--- src/rtl/blit_engine.sv ---
// Rectangle blitter: copies a w x h sprite from source memory to the frame
// buffer program port, one pixel per cycle, with mirroring, stride, colour
// key, screen clipping, abort and a written-pixel counter.
//
// state   | meaning
// --------+-----------------------------------------------------------
// S_IDLE  | waiting for start; config inputs are latched on start
// S_RUN   | issuing one source read per cycle in raster order
// S_DRAIN | reads done, waiting for the last SRC_LATENCY pixels to land
module blit_engine #(
   parameter int SRC_AW      = 18,
   parameter int DATA_W      = 16,
   parameter int COORD_W     = 10,
   parameter int SCREEN_W    = 640,
   parameter int SCREEN_H    = 480,
   parameter int SRC_LATENCY = 1
) (
   input  logic                   clk,
   input  logic                   reset,
   input  logic                   start,
   input  logic                   abort,
   input  logic [COORD_W-1:0]     dest_x,
   input  logic [COORD_W-1:0]     dest_y,
   input  logic [COORD_W-1:0]     width,
   input  logic [COORD_W-1:0]     height,
   input  logic [SRC_AW-1:0]      src_base,
   input  logic [SRC_AW-1:0]      src_stride,
   input  logic                   flip_x,
   input  logic                   flip_y,
   input  logic                   key_en,
   input  logic [DATA_W-1:0]      key_color,
   output logic                   busy,
   output logic                   done,
   output logic [2*COORD_W-1:0]   pix_count,
   output logic [SRC_AW-1:0]      src_addr,
   output logic                   src_rd,
   input  logic [DATA_W-1:0]      src_data,
   output logic [COORD_W-1:0]     program_x,
   output logic [COORD_W-1:0]     program_y,
   output logic [DATA_W-1:0]      program_data,
   output logic                   program_write
);

   localparam int DRAIN_W = (SRC_LATENCY > 1) ? $clog2(SRC_LATENCY) : 1;
   localparam int PIX_W   = 2*COORD_W;

   localparam logic [COORD_W-1:0] C_ONE  = COORD_W'(1);
   localparam logic [COORD_W-1:0] C_ZERO = '0;
   localparam logic [DRAIN_W-1:0] D_ONE  = DRAIN_W'(1);
   localparam logic [PIX_W-1:0]   P_ONE  = PIX_W'(1);
   localparam logic [COORD_W:0]   X_LIM  = (COORD_W+1)'(SCREEN_W);
   localparam logic [COORD_W:0]   Y_LIM  = (COORD_W+1)'(SCREEN_H);

   typedef enum logic [1:0] {S_IDLE, S_RUN, S_DRAIN} state_t;

   state_t state, state_nxt;
   logic   done_nxt;

   logic [COORD_W-1:0] cfg_dest_x, cfg_dest_y, cfg_width, cfg_height;
   logic [SRC_AW-1:0]  cfg_src_base, cfg_src_stride;
   logic               cfg_flip_x, cfg_flip_y, cfg_key_en;
   logic [DATA_W-1:0]  cfg_key_color;

   logic [COORD_W-1:0] cur_col, cur_row, col_nxt, row_nxt;
   logic               last_issue;
   logic               n_zero;
   logic [DRAIN_W-1:0] drain_cnt;

   // coordinates of the pixel whose read is on src_addr this cycle
   logic [COORD_W:0]   issue_x, issue_y;

   logic [SRC_LATENCY-1:0] pipe_v;
   logic [COORD_W:0]       pipe_x [SRC_LATENCY];
   logic [COORD_W:0]       pipe_y [SRC_LATENCY];

   logic out_valid, key_hit, on_screen;

   // Source address of sprite pixel (col,row) after optional mirroring.
   function automatic logic [SRC_AW-1:0] pixel_addr(
      input logic [SRC_AW-1:0]  base,
      input logic [SRC_AW-1:0]  stride,
      input logic [COORD_W-1:0] w,
      input logic [COORD_W-1:0] h,
      input logic               fx,
      input logic               fy,
      input logic [COORD_W-1:0] col,
      input logic [COORD_W-1:0] row
   );
      logic [COORD_W-1:0] sc, sr;
      sc = fx ? (w - C_ONE - col) : col;
      sr = fy ? (h - C_ONE - row) : row;
      return base + SRC_AW'(sr) * stride + SRC_AW'(sc);
   endfunction

   assign n_zero = (width == C_ZERO) || (height == C_ZERO);
   assign busy   = (state != S_IDLE);

   // raster walk: next column/row and detection of the final pixel
   always_comb begin
      col_nxt    = cur_col + C_ONE;
      row_nxt    = cur_row;
      last_issue = 1'b0;
      if (cur_col == cfg_width - C_ONE) begin
         col_nxt = C_ZERO;
         row_nxt = cur_row + C_ONE;
         if (cur_row == cfg_height - C_ONE)
            last_issue = 1'b1;
      end
   end

   // state register and done pulse
   always_ff @(posedge clk) begin
      if (reset) begin
         state <= S_IDLE;
         done  <= 1'b0;
      end else begin
         state <= state_nxt;
         done  <= done_nxt;
      end
   end

   // next-state logic; abort wins in RUN/DRAIN, start wins in IDLE
   always_comb begin
      state_nxt = state;
      done_nxt  = 1'b0;
      unique case (state)
         S_IDLE: begin
            if (start) begin
               if (n_zero) done_nxt  = 1'b1;
               else        state_nxt = S_RUN;
            end
         end
         S_RUN: begin
            if (abort)           state_nxt = S_IDLE;
            else if (last_issue) state_nxt = S_DRAIN;
         end
         S_DRAIN: begin
            if (abort) begin
               state_nxt = S_IDLE;
            end else if (drain_cnt == '0) begin
               state_nxt = S_IDLE;
               done_nxt  = 1'b1;
            end
         end
         default: state_nxt = S_IDLE;
      endcase
   end

   // config latch and read issue: src_addr/src_rd and issue coordinates
   always_ff @(posedge clk) begin
      if (reset) begin
         cfg_dest_x     <= '0;
         cfg_dest_y     <= '0;
         cfg_width      <= '0;
         cfg_height     <= '0;
         cfg_src_base   <= '0;
         cfg_src_stride <= '0;
         cfg_flip_x     <= 1'b0;
         cfg_flip_y     <= 1'b0;
         cfg_key_en     <= 1'b0;
         cfg_key_color  <= '0;
         cur_col        <= '0;
         cur_row        <= '0;
         issue_x        <= '0;
         issue_y        <= '0;
         src_addr       <= '0;
         src_rd         <= 1'b0;
         drain_cnt      <= '0;
      end else begin
         unique case (state)
            S_IDLE: begin
               if (start) begin
                  cfg_dest_x     <= dest_x;
                  cfg_dest_y     <= dest_y;
                  cfg_width      <= width;
                  cfg_height     <= height;
                  cfg_src_base   <= src_base;
                  cfg_src_stride <= src_stride;
                  cfg_flip_x     <= flip_x;
                  cfg_flip_y     <= flip_y;
                  cfg_key_en     <= key_en;
                  cfg_key_color  <= key_color;
                  cur_col        <= '0;
                  cur_row        <= '0;
                  issue_x        <= {1'b0, dest_x};
                  issue_y        <= {1'b0, dest_y};
                  if (!n_zero) begin
                     src_rd   <= 1'b1;
                     src_addr <= pixel_addr(src_base, src_stride, width, height,
                                            flip_x, flip_y, C_ZERO, C_ZERO);
                  end
               end
            end
            S_RUN: begin
               if (abort || last_issue) begin
                  src_rd    <= 1'b0;
                  drain_cnt <= DRAIN_W'(SRC_LATENCY - 1);
               end else begin
                  cur_col  <= col_nxt;
                  cur_row  <= row_nxt;
                  issue_x  <= {1'b0, cfg_dest_x} + {1'b0, col_nxt};
                  issue_y  <= {1'b0, cfg_dest_y} + {1'b0, row_nxt};
                  src_addr <= pixel_addr(cfg_src_base, cfg_src_stride, cfg_width, cfg_height,
                                         cfg_flip_x, cfg_flip_y, col_nxt, row_nxt);
               end
            end
            S_DRAIN: begin
               if (drain_cnt != '0)
                  drain_cnt <= drain_cnt - D_ONE;
            end
            default: ;
         endcase
      end
   end

   // valid/coordinate delay line matching the source read latency
   always_ff @(posedge clk) begin
      if (reset) begin
         pipe_v <= '0;
         for (int i = 0; i < SRC_LATENCY; i++) begin
            pipe_x[i] <= '0;
            pipe_y[i] <= '0;
         end
      end else begin
         pipe_x[0] <= issue_x;
         pipe_y[0] <= issue_y;
         for (int i = 1; i < SRC_LATENCY; i++) begin
            pipe_x[i] <= pipe_x[i-1];
            pipe_y[i] <= pipe_y[i-1];
         end
         if (abort && busy) begin
            pipe_v <= '0;
         end else begin
            pipe_v[0] <= src_rd;
            for (int i = 1; i < SRC_LATENCY; i++)
               pipe_v[i] <= pipe_v[i-1];
         end
      end
   end

   assign out_valid     = pipe_v[SRC_LATENCY-1];
   assign key_hit       = cfg_key_en && (src_data == cfg_key_color);
   assign on_screen     = (pipe_x[SRC_LATENCY-1] < X_LIM) && (pipe_y[SRC_LATENCY-1] < Y_LIM);
   assign program_write = out_valid && !key_hit && on_screen;
   assign program_x     = pipe_x[SRC_LATENCY-1][COORD_W-1:0];
   assign program_y     = pipe_y[SRC_LATENCY-1][COORD_W-1:0];
   assign program_data  = out_valid ? src_data : '0;

   // written-pixel counter, cleared by an accepted start, saturating
   always_ff @(posedge clk) begin
      if (reset)
         pix_count <= '0;
      else if (state == S_IDLE && start)
         pix_count <= '0;
      else if (program_write && pix_count != '1)
         pix_count <= pix_count + P_ONE;
   end

endmodule

--- config.mk ---
export PLATFORM = sky130hd
export DESIGN_NAME = blit_engine
export DESIGN_NICKNAME = d
export VERILOG_FILES = /design/src/rtl/blit_engine.sv
export SDC_FILE = /design/constraint.sdc
export NUM_CORES = 1
export LEC_CHECK = 0
export BUFFER_PORTS_ARGS = -buffer_cell sky130_fd_sc_hd__buf_2
export CAP_MARGIN = 0
export CELL_PAD_IN_SITES_DETAIL_PLACEMENT = 0
export CELL_PAD_IN_SITES_GLOBAL_PLACEMENT = 1
export CORE_ASPECT_RATIO = 1.75
export CORE_MARGIN = 10
export CORE_UTILIZATION = 25
export CTS_BUF_LIST = sky130_fd_sc_hd__clkbuf_8
export DETAILED_ROUTE_END_ITERATION = 12
export PLACE_DENSITY_LB_ADDON = 0.1
export SKIP_CTS_REPAIR_TIMING = 1
export SYNTH_ARGS = -nofsm -noshare
export SYNTH_HDL_FRONTEND = slang
export SYNTH_SLANG_ARGS = --single-unit
--- constraint.sdc ---
create_clock -name clk -period 14.7 [get_ports clk]
set_input_delay 1.47 -clock clk [delete_from_list [all_inputs] [get_ports clk]]
set_output_delay 1.47 -clock clk [all_outputs]
set_load 0.01 [all_outputs]
---- Word level (Yosys, flattened, before mapping) ----
Memory sizes are Yosys's and may differ from the RTL's.
Cells that the tools add are included.
word-level totals
  flip-flop bits (word level) ............. 181
  memories ................................ 2
  memory bits (writable) .................. 22
  input port bits ......................... 115
  word-level logic and storage cells ...... 130
cells by class
  eq/ne operators ......................... 12
  reduce and logical (&&, ||, !) cells .... 26
  $add $sub $neg .......................... 16
  muxes and demuxes ....................... 49
  order comparisons ....................... 2
  multipliers ............................. 2
memory list
  name    depth  width  rd ports  clocked after memory_dff  write ports  line  text
  pipe_x  1      11     1         0                         1            73    logic [COORD_W:0] pipe_x [SRC_LATENCY];
  pipe_y  1      11     1         0                         1            74    logic [COORD_W:0] pipe_y [SRC_LATENCY];
operator list
  cell                     number
  $mux W10                 9
  $mux W11                 6
  $mux W18                 3
  $pmux W11 S2             2
  $pmux W10 S2             2
  $sub A10 B1 Y10 const B  4
  $add A18 B10 Y18         2
  $add A18 B18 Y18         2
  $mul A10 B18 Y18         2
  $pmux W18 S2             1
  $add A10 B10 Y11         2
  $reduce_or A11 Y1        2
  $add A10 B1 Y10 const B  2
  $add A20 B1 Y20 const B  1
  $eq A10 B10 Y1           2
  $logic_not A10 Y1        2
  $ne A20 B20 Y1 const B   1
  $sub A10 B10 Y10         2
  $eq A16 B16 Y1           1
  $mux W16                 1
  $mux W1                  15
  $mux W2                  6
  $reduce_and A4 Y1        3
  $lt A11 B10 Y1 const B   1
  other kinds (16)         33

---- Logic depth before layout (Yosys ltp) ----
Gate-level depths: netlist of run 1.
  depth in word-level cells ............... 10
  depth in mapped cells ................... 39
  gate-level depth less buffers ........... 38

---- Worst setup path before layout of run 1 ----
No wires, ideal clock.
  path kind ............................... reg-to-reg
  from .................................... register cfg_width[0]
  to ...................................... register src_addr[17]
  required time ........................... 14597 ps
  cell stages (with the launch flop) ...... 35
  arrival ................................. 8885 ps
  clock period less this slack ............ 8988 ps
  setup slack ............................. 5712 ps
  cells stage by stage .................... dfxtp_1 inv_1 ha_1 nor3b_2 a21oi_1 or4_1 or4_1 buf_2 or4_1 and2_1 ha_1 o21a_1 o31ai_1 a211oi_1 a2111oi_0 xnor2_1 nand2_1 xnor2_1 nand2_1 fa_1 fa_1 inv_1 fa_1 fa_1 inv_1 fa_1 inv_1 ha_1 a21boi_0 o21ai_0 a21o_1 a21oi_1 a31oi_1 xnor3_1 a2111oi_2
on the way
  cells in the longest elaborated chain, start to end .. 10
  elaborated cells on any way between the ends .. 17
ends and longest elaborated chain
  item                      line     text
  start: declaration        59       logic [COORD_W-1:0] cfg_dest_x, cfg_dest_y, cfg_width, cfg_height;
  start signal: assignment  175      cfg_width <= width;
  $sub A10 B1 Y10 (*)       90, 103
  $eq A10 B10 Y1            103      if (cur_col == cfg_width - C_ONE) begin
  $mux W10                  103
  $sub A10 B10 Y10          91       sr = fy ? (h - C_ONE - row) : row;
  $mux W10                  91
  $mul A10 B18 Y18          92       return base + SRC_AW'(sr) * stride + SRC_AW'(sc);
  $add A18 B18 Y18          92
  $add A18 B10 Y18          92
  $mux W18                  195      if (abort || last_issue) begin
  $pmux W18 S2              170      unique case (state)
  end signal: assignment    189      src_addr <= pixel_addr(src_base, src_stride, width, height,
  end signal: assignment    203      src_addr <= pixel_addr(cfg_src_base, cfg_src_stride, cfg_width, cfg_height,
  end: declaration          35       output logic [SRC_AW-1:0] src_addr,
Mark *: on every way between the ends. The rest lies on a longest branch, timed or not. The select of a mux whose other input is x is not followed.
A chain may end at the register's enable or synchronous reset.

---- Worst setup path in the final report of run 1 ----
Ends and elaborated chain as after synthesis.

==> impl_metrics.py, run 1 <==
metrics = {
    "synth": {
        "synthesis.area_um2": 20100,
        "netlist_top_cells_area": "sky130_fd_sc_hd__fa_1 (23%), sky130_fd_sc_hd__dfxtp_1 (20%), sky130_fd_sc_hd__nand2_1 (7.9%), sky130_fd_sc_hd__ha_1 (7.8%), sky130_fd_sc_hd__inv_1 (5.6%)",
        "post-synth-top-area-fraction_pct": 22.7,
        "dominantRegCellSynth": "sky130_fd_sc_hd__dfxtp_1",
        "post_synth_num_cell_types": 72,
        "seq_area_frac_synth_pct": 20.2,
        "synth.largest_area_cell": "sky130_fd_sc_hd__fa_1",
        "yosysWarningCount": 0,
        "synth-seq-cells": 202,
        "synth_edf_count": 0,
        "postSynthAreaPerCell_um2": 8.21,
        "synth_cells": 2444,
        "synthArstFlopShare_pct": 0,
        "postSynthNetCount": 2912,
    },
    "clocking": {
        "clock_latency_ns": 0.65,
        "cts_tree": "built",
        "cts.sink_count": 202,
        "clk_transition_reported_paths_ns": 0.06,
        "htree_levels": 2,
        "max_root_sink_buffers": 3,
        "cts-buffers-inserted": 37,
        "cts-root-buf": "sky130_fd_sc_hd__clkbuf_8",
    },
    "route": {
        "post_detailed_route_count_of_antenna_violating_nets": 0,
        "detail_route.drc_violations": 0,
        "initialDrtViolationCount": 687,
        "met3_wirelength_um": 2950,
        "dr.pass1.iters": 4,
        "m1WireLength_um": 29400,
        "drt-wirelength-per-cell_um": 21.6,
        "met2_length_um": 43400,
        "top_signal_layer_used": "met4",
        "route.final.wire_length_um": 78200,
        "via_cell_ratio": 4.65,
        "route.vias.total": 16900,
    },
    "timing": {
        "grt_setup_unrepaired": "false",
        "skew_ns": 0.0372,
        "postLayoutSetupSlackWorst_ns": 3.72,
        "worst-slew-pin-transition_ns": 1.14,
        "post-route-period-util_pct": 74.7,
        "fin_setup_tns_ns": 0,
        "max_freq_ghz": 0.0911,
        "final_hold_viol_count": 0,
        "timing.final.crit_period_ns": 10.98,
        "final-setup-viol-count": 0,
        "relative_max_transition_margin_pct": 23.4,
        "timing.final.max_slew_violations": 0,
    },
    "run_status": {
        "status": "finished clean",
    },
    "floorplanning": {
        "io_pins": 193,
        "die_y_um": 395,
        "die_area_um2": 92400,
        "initial_core_util_pct": 25.2,
        "placement_rows": 137,
        "die_width_um": 234,
        "fp.coreArea_um2": 79700,
    },
    "critical_path": {
        "start_kind": "flip-flop",
        "critical_path_required_ns": 15.21,
        "highest_net_fanout_along_the_worst_path": 13,
        "worstPathArrival_ns": 11.50,
        "critical_path.max_stage_delay_ns": 0.90,
        "cp-end-kind": "flip-flop",
        "timing.critical_path.slowest_stage_cell": "sky130_fd_sc_hd__xnor2_1",
        "critical_path.most_common_cell": "sky130_fd_sc_hd__fa_1",
        "timing.setup.critical_path_class": "flip-flop to flip-flop",
    },
    "global_routing": {
        "grt_max_degree": 69,
        "grt_use_total_pct": 17.1,
        "number_of_antenna_violations_at_the_first_check_in_global_routing": 3,
        "number_of_global_route_vias_before_repair": 18500,
        "gr-total-overflow": 0,
        "global_route_wire_length_before_repair_um": 118000,
    },
    "finish": {
        "drive_gt1_share_pct": 12.5,
        "area_growth_syn_to_layout_pct": 13.6,
        "layout.cells.most_common": "sky130_fd_sc_hd__nand2_1",
        "mostFrequentLayoutCells": "sky130_fd_sc_hd__nand2_1 (421), sky130_fd_sc_hd__inv_1 (304), sky130_fd_sc_hd__fa_1 (228)",
        "nNetsFinal": 3024,
    },
    "pwr": {
        "leakagePower_nw": 10.2,
        "design_power_total_mw": 2.41,
        "power_per_cell_area_nw_per_um2": 106,
        "ir_drop_v": 0.0000630,
    },
    "placed_design": {
        "dpl.hpwl_um": 62900,
        "dpl_worst_slack_ns": 3.70,
        "port-buffer-count": 192,
        "place.gp.congestion": 0.865,
    },
    "hold_path": {
        "min-delay-path-class": "flip-flop to flip-flop",
    },
    "job": {
        "timing.max_cap.violations": 0,
    },
}
[synthesized netlist by cell type (15+ instances only)]
library cell and instances:
sky130_fd_sc_hd__nor2_1 118, sky130_fd_sc_hd__and3_1 44, sky130_fd_sc_hd__xor2_1 52, sky130_fd_sc_hd__and2_1 124, sky130_fd_sc_hd__inv_1 299, sky130_fd_sc_hd__ha_1 125, sky130_fd_sc_hd__xnor2_1 106, sky130_fd_sc_hd__nand3_1 32
sky130_fd_sc_hd__a211oi_1 27, sky130_fd_sc_hd__clkbuf_1 111, sky130_fd_sc_hd__nand2_1 423, sky130_fd_sc_hd__or3_1 15, sky130_fd_sc_hd__nor2b_1 42, sky130_fd_sc_hd__a311oi_1 17, sky130_fd_sc_hd__a21oi_1 159, sky130_fd_sc_hd__o21ai_0 57
sky130_fd_sc_hd__dfxtp_1 202, sky130_fd_sc_hd__nor3_1 42, sky130_fd_sc_hd__buf_4 21, sky130_fd_sc_hd__fa_1 228
[worst max-delay path, delay by kind of cell (launching register included)]
family                     cells  cell delay [ns]
buffers and inverters          4             0.25
and+or+nand+nor                8             3.09
xor gates and xnor gates       3             1.49
AOI/OAI and AO/OA             10             2.31
DFF                            1             0.39
adders and majority gates      8             3.30
[final timing paths]
check | startpoint | endpoint | slack (ns) | cells past startpoint
worst min-delay path | issue_y[2] | issue_y[2] | 0.44 | 2
worst max register to register | cfg_width[0] | src_addr[17] | 3.72 | 33
worst min register to register | issue_y[2] | issue_y[2] | 0.44 | 2
worst max-delay path | cfg_width[0] | src_addr[17] | 3.72 | 33
[kinds of logic (layout without fill, tap and decap cells)]
| family | after synthesis | count (layout) | share of synthesized area (%) |
|---|---|---|---|
| other cells | 0 | 2 | 0 |
| flops | 202 | 202 | 20.2 |
| compound gates | 337 | 337 | 10.2 |
| xor+xnor | 163 | 163 | 7.47 |
| fa+ha+maj | 353 | 353 | 30.5 |
| mux | 10 | 10 | 0.518 |
| buf+inv | 446 | 586 | 8.82 |
| simple gates | 933 | 933 | 22.3 |
[metal layers]
layer	global-route usage (%)	vias to the layer above
li1	-	8029
met1	18.0	8436
met2	33.4	329
met3	2.29	90
met4	5.58	0
met5	0	-
[stage by stage]
stage | utilization (%) | area [µm²] | instances | hold WS, ns
floorplan | - | 20100 | 2444 | 0.427
global placement | 27.5 | 21900 | 3559 | 0.441
detailed placement | 27.5 | 21900 | 3559 | 0.441
CTS | 28.6 | 22800 | 3626 | 0.447
global route | 28.6 | 22800 | 3627 | 0.473
finish | 28.6 | 22800 | 3628 | 0.445
[layout make-up]
| cell class | instances | area (µm²) |
|---|---|---|
| repair buffers | 220 | 1180 |
| diodes | 2 | 5.00 |
| flip-flops and latches | 202 | 4040 |
| clock inverters | 20 | 209 |
| well taps | 1042 | 1300 |
| multi-input cells | 1796 | 14300 |
| fillers | 8724 | 56900 |
| clock buffers | 47 | 647 |
| inverters | 299 | 1120 |
[where the power goes]
group          internal [mW]  switching (mW)  total (mW)
clock network          0.362           0.288       0.650
logic                  0.452           0.666        1.12
registers              0.591          0.0488       0.640
total                   1.41            1.00        2.41
[sequential cells by signal (all words and copies together), names as in the netlist, 11 cells and up]
| register | cells |
|---|---|
| cfg_key_color | 16 |
| cfg_src_base | 18 |
| cfg_src_stride | 18 |
| issue_x | 11 |
| issue_y | 11 |
| pipe_x | 11 |
| pipe_y | 11 |
| pix_count | 20 |
| src_addr | 18 |
Power figures use the tool's default switching activity.
==> inputs of run 2 (changes only) <==
clock period = 10.54 ns   (was 14.7 ns; I/O delays follow)
==> run 2 against run 1 <==
Against the previous run: first-iteration DRC count is 16% higher; count of clock-buffer cells in the layout stayed put; critical path depth is 2 higher; via count is 0.75% lower; register-to-register slack worse by 3.2 ns; die area stayed put; cell area is 0.46% higher; flip-flop and latch count stayed put; cell count is 0.39% higher; maximum frequency is 9.8% higher; global-route usage is 0.10 points lower.
==> impl_metrics.py, run 2 (synthesis gave the netlist of run 1 again) <==
metrics = {
    "clocking": {
        "cts.sink_count": 202,
        "max_root_sink_buffers": 3,
        "cts_tree": "built",
        "htree_levels": 2,
        "cts-buffers-inserted": 39,
        "clock_latency_ns": 0.62,
        "cts-root-buf": "sky130_fd_sc_hd__clkbuf_8",
        "clk_transition_reported_paths_ns": 0.07,
    },
    "route": {
        "route.vias.total": 16800,
        "drt-wirelength-per-cell_um": 21.3,
        "post_detailed_route_count_of_antenna_violating_nets": 0,
        "route.final.wire_length_um": 77700,
        "initialDrtViolationCount": 798,
        "dr.pass1.iters": 4,
        "detail_route.drc_violations": 0,
        "via_cell_ratio": 4.60,
    },
    "critical_path": {
        "critical_path_required_ns": 11.05,
        "timing.setup.critical_path_class": "flip-flop to flip-flop",
        "critical_path.max_stage_delay_ns": 0.59,
        "cp-end-kind": "flip-flop",
        "timing.critical_path.slowest_stage_cell": "sky130_fd_sc_hd__or4_4",
        "highest_net_fanout_along_the_worst_path": 9,
        "critical_path.most_common_cell": "sky130_fd_sc_hd__fa_1",
        "start_kind": "flip-flop",
        "worstPathArrival_ns": 10.51,
    },
    "pwr": {
        "internal_power_mw": 1.97,
        "switching_part_of_the_total_pct": 41.5,
        "power_per_cell_area_nw_per_um2": 147,
        "ir_drop_v": 0.000150,
        "switching_power_mw": 1.40,
        "clkPwrFrac_pct": 26.9,
        "share_seq_of_total_power_pct": 26.4,
        "power.combinational.fraction_pct": 46.8,
        "leakagePower_nw": 10.3,
        "design_power_total_mw": 3.37,
    },
    "floorplanning": {
        "die_area_um2": 92400,
        "io_pins": 193,
        "initial_core_util_pct": 25.2,
        "die_width_um": 234,
        "die_y_um": 395,
        "placement_rows": 137,
        "fp.coreArea_um2": 79700,
    },
    "global_routing": {
        "gr-total-overflow": 0,
        "grt_use_total_pct": 17.0,
        "global_route_wire_length_before_repair_um": 118000,
        "number_of_antenna_violations_at_the_first_check_in_global_routing": 5,
        "number_of_global_route_vias_before_repair": 18400,
        "grt_max_degree": 68,
    },
    "timing": {
        "hold-worst-slack_ns": 0.436,
        "max_freq_ghz": 0.100,
        "final_hold_viol_count": 0,
        "timing.final.max_slew_violations": 0,
        "relative_max_transition_margin_pct": 29.6,
        "worst-slew-pin-transition_ns": 1.06,
        "final-setup-viol-count": 0,
        "timing.final.crit_period_ns": 10.00,
        "skew_ns": 0.0321,
        "post-route-period-util_pct": 94.9,
    },
    "run_status": {
        "status": "finished clean",
    },
    "hold_path": {
        "min-delay-path-class": "flip-flop to flip-flop",
    },
    "finish": {
        "largest_register_ff_count": 20,
        "layout.cells.most_common": "sky130_fd_sc_hd__nand2_1",
        "finish.utilization_pct": 28.7,
        "drive_gt1_share_pct": 12.9,
        "area_growth_syn_to_layout_pct": 14.1,
        "regMostFlops": "pix_count",
        "final_area_um2": 22900,
        "nNetsFinal": 3036,
        "mostFrequentLayoutCells": "sky130_fd_sc_hd__nand2_1 (421), sky130_fd_sc_hd__inv_1 (306), sky130_fd_sc_hd__fa_1 (228)",
    },
    "placed_design": {
        "port-buffer-count": 192,
        "detailed_place.area_um2": 22000,
        "dpl.hpwl_um": 62800,
        "place.gp.congestion": 0.858,
    },
    "job": {
        "timing.max_cap.violations": 0,
    },
}
## run 2: critical path, delay by kind of cell (launching register included)
kind | cells | cell delay, ns
adders and majority gates | 8 | 3.14
and+or+nand+nor | 8 | 2.75
AOI/OAI and AO/OA | 10 | 2.19
xor gates and xnor gates | 3 | 0.74
buffers and inverters | 6 | 0.71
DFF | 1 | 0.38
## run 2: per-stage QoR
stage / setup TNS (ns) / setup WS [ns] / std cells
detailed placement: 0 / 0.147 / 3569
global placement: 0 / 0.303 / 3569
finish: 0 / 0.540 / 3642
global route: -0.0232 / -0.0232 / 3639
floorplan: 0 / 1.55 / 2444
CTS: 0 / 0.0840 / 3638
## run 2: final timing paths
check	cells past startpoint	to	from	slack (ns)
min	1	pipe_x[0][5]	issue_x[5]	0.44
max reg2reg	35	src_addr[17]	cfg_width[0]	0.54
max	35	src_addr[17]	cfg_width[0]	0.54
min reg2reg	1	pipe_x[0][5]	issue_x[5]	0.44
## run 2: cell type report
cell class	instances	area (µm²)
fill	8765	56800
multi-input combinational	1796	14300
sequential	202	4040
tap	1042	1300
timing repair buffer	230	1260
inverter	299	1120
clock buffer	47	647
clock inverter	22	209
antenna	4	10.0
## run 2: power by group through the flow
stage	clock network (mW)	logic (mW)	registers, mW
final	0.905	1.57	0.888
after global routing	0.973	1.80	0.897
after CTS	0.955	1.62	0.890
after detailed placement	0	1.61	0.907
after global placement	0	1.61	0.907
after floorplan	0	1.08	0.881
## run 2: routing by layer
| layer | vias to the layer above | global-route usage, % | routed length [µm] |
|---|---|---|---|
| li1 | 8048 | - | - |
| met4 | 4 | 4.98 | 2190 |
| met1 | 8279 | 17.9 | 29200 |
| met3 | 83 | 2.67 | 3330 |
| met5 | - | 0 | 22 |
| met2 | 343 | 33.2 | 43000 |
